[config.mk]
export PLATFORM = sky130hd
export DESIGN_NAME = rggen_bit_field_lock_controller
export DESIGN_NICKNAME = d
export VERILOG_FILES = /design/src/rtl/rggen_bit_field_lock_controller_pkg.sv /design/src/rtl/rggen_lock_timer.sv /design/src/rtl/rggen_bit_field_lock_controller.sv
export SDC_FILE = /design/constraint.sdc
export NUM_CORES = 1
export LEC_CHECK = 0
export ABC_AREA = 1
export BUFFER_PORTS_ARGS = -buffer_cell sky130_fd_sc_hd__buf_4
export CORE_MARGIN = 2
export CORE_UTILIZATION = 41
export DETAILED_ROUTE_END_ITERATION = 8
export HOLD_SLACK_MARGIN = 0.12
export PLACE_DENSITY_LB_ADDON = 0.1
export REMOVE_ABC_BUFFERS = 1
export SLEW_MARGIN = 10
export SYNTH_ARGS = -nofsm -noshare
export SYNTH_HDL_FRONTEND = slang
export SYNTH_SLANG_ARGS = --single-unit
[constraint.sdc]
create_clock -name i_clk -period 3.05 [get_ports i_clk]
set_input_delay 0.4575 -clock i_clk [delete_from_list [all_inputs] [get_ports i_clk]]
set_output_delay 0.4575 -clock i_clk [all_outputs]
set_load 0.02 [all_outputs]
[src/rtl/rggen_bit_field_lock_controller_pkg.sv]
// Shared lock definitions: state encoding and counter-width helpers,
// kept separate so future lock variants can reuse them.
package rggen_bit_field_lock_controller_pkg;

    typedef enum logic [1:0] {
        LOCK_LOCKED   = 2'b00,
        LOCK_ARMED    = 2'b01,
        LOCK_UNLOCKED = 2'b10
    } lock_state_e;

    function automatic int lock_clog2(input int value);
        int result;
        int remain;
        result = 0;
        remain = value - 1;
        while (remain > 0) begin
            result = result + 1;
            remain = remain >> 1;
        end
        return result;
    endfunction

    // Counter must hold both the key window and the timeout; never below 1 bit.
    function automatic int lock_counter_width(input int key_window, input int timeout);
        int biggest;
        biggest = 2;
        if (key_window > biggest) biggest = key_window;
        if (timeout > biggest) biggest = timeout;
        return lock_clog2(biggest);
    endfunction

endpackage

[src/rtl/rggen_lock_timer.sv]
// Loadable down-counter that saturates at zero; reports when it is empty.
module rggen_lock_timer #(
    parameter int CW = 4
) (
    input  logic          i_clk,
    input  logic          i_rst_n,
    input  logic          i_load,
    input  logic [CW-1:0] i_load_value,
    input  logic          i_enable,
    output logic          o_zero
);

    logic [CW-1:0] count;

    always_ff @(posedge i_clk) begin
        if (!i_rst_n) begin
            count <= '0;
        end else if (i_load) begin
            count <= i_load_value;
        end else if (i_enable && (count != '0)) begin
            count <= count - 1'b1;
        end
    end

    assign o_zero = (count == '0);

endmodule

[src/rtl/rggen_bit_field_lock_controller.sv]
// Key-sequence lock controller: KEY_0 then KEY_1 within a window unlocks,
// and any write, a timeout or a hardware request relocks.
module rggen_bit_field_lock_controller
    import rggen_bit_field_lock_controller_pkg::*;
#(
    parameter int               WIDTH      = 16,
    parameter logic [WIDTH-1:0] KEY_0      = 16'h5A5A,
    parameter logic [WIDTH-1:0] KEY_1      = 16'hA5A5,
    parameter int               KEY_WINDOW = 16,
    parameter int               TIMEOUT    = 256
) (
    input  logic             i_clk,
    input  logic             i_rst_n,
    input  logic             i_bit_field_valid,
    input  logic [WIDTH-1:0] i_bit_field_read_mask,
    input  logic [WIDTH-1:0] i_bit_field_write_mask,
    input  logic [WIDTH-1:0] i_bit_field_write_data,
    output logic [WIDTH-1:0] o_bit_field_read_data,
    output logic [WIDTH-1:0] o_bit_field_value,
    input  logic             i_force_lock,
    output logic             o_lock,
    output logic [1:0]       o_state
);

    localparam int            CW           = lock_counter_width(KEY_WINDOW, TIMEOUT);
    localparam logic [CW-1:0] WINDOW_LOAD  = CW'(KEY_WINDOW - 1);
    localparam logic [CW-1:0] TIMEOUT_LOAD = (TIMEOUT == 0) ? '0 : CW'(TIMEOUT - 1);

    lock_state_e   state;
    lock_state_e   state_next;
    logic          lock;
    logic          wr;
    logic          full_wr;
    logic          key_0_hit;
    logic          key_1_hit;
    logic          timer_load;
    logic [CW-1:0] timer_load_value;
    logic          timer_enable;
    logic          timer_zero;
    logic          unused_read_mask;

    // Reads carry no side effects, so the read mask has no influence.
    assign unused_read_mask = ^i_bit_field_read_mask;

    assign wr        = i_bit_field_valid && (|i_bit_field_write_mask);
    assign full_wr   = i_bit_field_valid && (&i_bit_field_write_mask);
    assign key_0_hit = full_wr && (i_bit_field_write_data == KEY_0);
    assign key_1_hit = full_wr && (i_bit_field_write_data == KEY_1);

    always_comb begin
        state_next       = state;
        timer_load       = 1'b0;
        timer_load_value = '0;
        timer_enable     = 1'b0;
        if (i_force_lock) begin
            state_next = LOCK_LOCKED;
        end else begin
            case (state)
                LOCK_LOCKED: begin
                    if (key_0_hit) begin
                        state_next       = LOCK_ARMED;
                        timer_load       = 1'b1;
                        timer_load_value = WINDOW_LOAD;
                    end
                end
                LOCK_ARMED: begin
                    // KEY_1 is checked before expiry so a write on the last window cycle wins.
                    if (key_1_hit) begin
                        state_next       = LOCK_UNLOCKED;
                        timer_load       = 1'b1;
                        timer_load_value = TIMEOUT_LOAD;
                    end else if (wr || timer_zero) begin
                        state_next = LOCK_LOCKED;
                    end else begin
                        timer_enable = 1'b1;
                    end
                end
                LOCK_UNLOCKED: begin
                    if (wr || ((TIMEOUT != 0) && timer_zero)) begin
                        state_next = LOCK_LOCKED;
                    end else begin
                        timer_enable = (TIMEOUT != 0);
                    end
                end
                default: begin
                    state_next = LOCK_LOCKED;
                end
            endcase
        end
    end

    always_ff @(posedge i_clk) begin
        if (!i_rst_n) begin
            state <= LOCK_LOCKED;
            lock  <= 1'b1;
        end else begin
            state <= state_next;
            lock  <= (state_next != LOCK_UNLOCKED);
        end
    end

    rggen_lock_timer #(
        .CW (CW)
    ) u_timer (
        .i_clk        (i_clk),
        .i_rst_n      (i_rst_n),
        .i_load       (timer_load),
        .i_load_value (timer_load_value),
        .i_enable     (timer_enable),
        .o_zero       (timer_zero)
    );

    assign o_lock                = lock;
    assign o_state               = state;
    assign o_bit_field_value     = {{(WIDTH-2){1'b0}}, state};
    assign o_bit_field_read_data = o_bit_field_value;

endmodule

==> reports/metrics.cfg <==
[setup_path]
crit_end = u_timer.count[3]$_SDFFE_PN0P_
crit_top_cell = nand2_1
cp.arrival_ns = 1.84
r2r-start = o_state[0]$_SDFF_PN0_
required_ns = 3.22
rrSetupSlack_ns = 1.38
crit_type = register to register
path_cells = ha_1, nor2_1, nor2_2, nand2_1, nor2_2, nand2_1, nand2_1, nand3b_1, nand2_1, inv_1
cp_max_fo = 7
cp_top_family = simple AND/OR/NAND/NOR gates
end_kind = register
cp_slowest_cell = dfxtp_1
r2r_end = u_timer.count[3]$_SDFFE_PN0P_
critPathLaunch = o_state[0]$_SDFF_PN0_
path_depth = 10
reg2reg_depth = 10
slowest_delay_ns = 0.45
cp-start-kind = register
path_buf_inv = 1

[clock_network]
path_clk_slew_ns = 0.06
clkSinkCount = 11
cts_resized = 0
cts_buffer_depth = 2
cts-buffers-inserted = 3
cts_root_buf = clkbuf_4
cts_hold_buf = 0
post_cts_buffers = 0
clock_latency_ns = 0.27
tritoncts = done
h-tree-depth = 1

[layout]
utilization_pct = 50.5
nNetsFinal = 299
fill_cells = 311
syn_to_final_growth_pct = 19.3
n_antenna_cell = 0
drive_gt1_share_pct = 24.6
design_area_um2 = 1510
layout.cells.non_filler = 273

[floorplan]
rows = 20
die_w_um = 59.5
dieHeight_um = 59.5
dieArea_um2 = 3540
start_util_pct = 42.4
io_pins = 87
coreArea_um2 = 2980

[yosys]
synth.top_cell.area_share_pct = 19.0
synth_top_family_by_area = simple AND/OR/NAND/NOR gates
syn_inst = 199
seq_area_frac_synth_pct = 17.5
synth_xor_area_share_pct = 3.47
synth_area_leaders = buf_4 19%, dfxtp_1 17%, nand2_1 16%
synth_compound_area_share_pct = 4.56
synth_seq_cells = 11
yosysWarningCount = 0
synth_top_area_cell = buf_4
synth.distinct_cells = 24
dominantRegCellSynth = dfxtp_1
synth_edf_count = 0
synthAdderAreaFrac_pct = 5.95
syn_area_per_cell_um2 = 6.34
async_flop_share_pct = 0
synthMuxAreaShare_pct = 0
synth-simple-area-share_pct = 43.6
syn-cell-area_um2 = 1260

[job]
cap_violations = 0

[timing]
grt_setup_unrepaired = no
maxSlewViolCount = 0
fin_skew_ns = 0.00664
period_minus_slack_ns = 1.67
relSlewSlack_pct = 66.8
fin_ws_ns = 1.38
whs_ns = 0.458
min_period_over_period_pct = 54.7
max_freq_mhz = 599
worst_pin_slew_ns = 0.495
hold_viol_final = 0
setup_viol = 0
tns_ns = 0

[detailed_routing]
first_pass_iters = 4
vias_per_cell = 4.23
drtAntennaViolNets = 0
vias = 1154
wl_per_cell_um = 8.36
drt-initial-drc-count = 33
drt_wl_total_um = 2280
post-route-drc-count = 0

[global_routing]
grt_pass1_wl_um = 3800
gr-total-overflow = 0
grt_max_degree = 9
grt_pass1_vias = 976
antenna_found_initial = 0
grt_util_all_layers_pct = 13.3

[pwr]
total_power_mw = 0.332
p_leak_nw = 0.823
ir_drop_v = 0.000205
power_density_nw_per_um2 = 221

[placed_design]
dpl.cell_count = 269
place_ws_ns = 1.33
placed_cell_area_um2 = 1480
gp_congestion = 0.795
place_hpwl_um = 1950
io_buffers = 42

[hold_path]
holdCritPathClass = input port to register

[status]
run_status = completed

-- area by class of cell --
| type | instances | area, µm² | share of cell area, % |
|---|---|---|---|
| Clock buffer | 4 | 26.3 | 1.75 |
| Tap cell | 33 | 41.3 | 2.74 |
| Timing Repair Buffer | 42 | 315 | 20.9 |
| Multi-Input combinational cell | 164 | 831 | 55.2 |
| Sequential cell | 11 | 220 | 14.6 |
| Inverter | 19 | 71.3 | 4.74 |
-- sequential cells by signal (all words and copies together) (netlist names) --
register,count
o_state,2
o_lock,1
u_timer.count,8
-- report_power, final --
| part | total [mW] | switching (mW) | internal, mW | leakage, nW |
|---|---|---|---|---|
| clock | 0.0981 | 0.0475 | 0.0506 | 0.0150 |
| combinational | 0.0908 | 0.0548 | 0.0360 | 0.719 |
| sequential | 0.144 | 0.0000000000245 | 0.144 | 0.0886 |
| total | 0.332 | 0.102 | 0.230 | 0.823 |
-- routing by layer --
metal	track usage [%]	vias to the layer above	routed length, µm
li1	-	637	-
met1	17.1	463	1020
met2	23.5	49	1040
met3	0.655	5	200
met4	3.90	0	23
met5	0	-	0
-- synth_stat cells (3+ instances only) --
cell,n
nor2_2,4
ha_1,6
buf_4,32
inv_1,18
o21ai_1,3
a21oi_1,4
nand2_1,53
dfxtp_1,11
nor2_1,41
xnor2_1,4
nand3_1,3
nand4_1,4
-- how the worst min path moves through the flow --
stage / from / end / slack (ns) / depth (start not counted)
after floorplan: u_timer.count[1]$_SDFFE_PN0P_ / u_timer.count[1]$_SDFFE_PN0P_ / 0.48 / 2
after global placement: u_timer.count[1]$_SDFFE_PN0P_ / u_timer.count[1]$_SDFFE_PN0P_ / 0.51 / 2
after detailed placement: u_timer.count[1]$_SDFFE_PN0P_ / u_timer.count[1]$_SDFFE_PN0P_ / 0.51 / 2
after CTS: i_rst_n / u_timer.count[3]$_SDFFE_PN0P_ / 0.45 / 3
after global routing: i_rst_n / u_timer.count[3]$_SDFFE_PN0P_ / 0.48 / 3
final: i_rst_n / u_timer.count[3]$_SDFFE_PN0P_ / 0.46 / 3
-- worst reg2reg max path: cells and delay by family (launching register included) --
kind / cells / cell delay [ns]
flops: 1 / 0.45
fa+ha+maj: 1 / 0.27
buf+inv: 1 / 0.03
simple gates: 8 / 0.83
-- cells by family after synthesis --
group           Yosys count
other cells               1
compound gates           10
flops                    11
xor+xnor                  5
fa+ha+maj                 6
simple gates            115
buf+inv                  51
-- cell usage in the layout, fill, tap and decap left out, types with 3 or more instances in the layout --
master     n
nand2_1   53
buf_4     42
nor2_1    41
conb_1    28
inv_1     18
dfxtp_1   11
ha_1       6
nor2_2     4
a21oi_1    4
xnor2_1    4
nand4_1    4
nand3_1    3
o21ai_1    3
clkbuf_4   3
No activity file was read; power rests on OpenSTA's default activity.
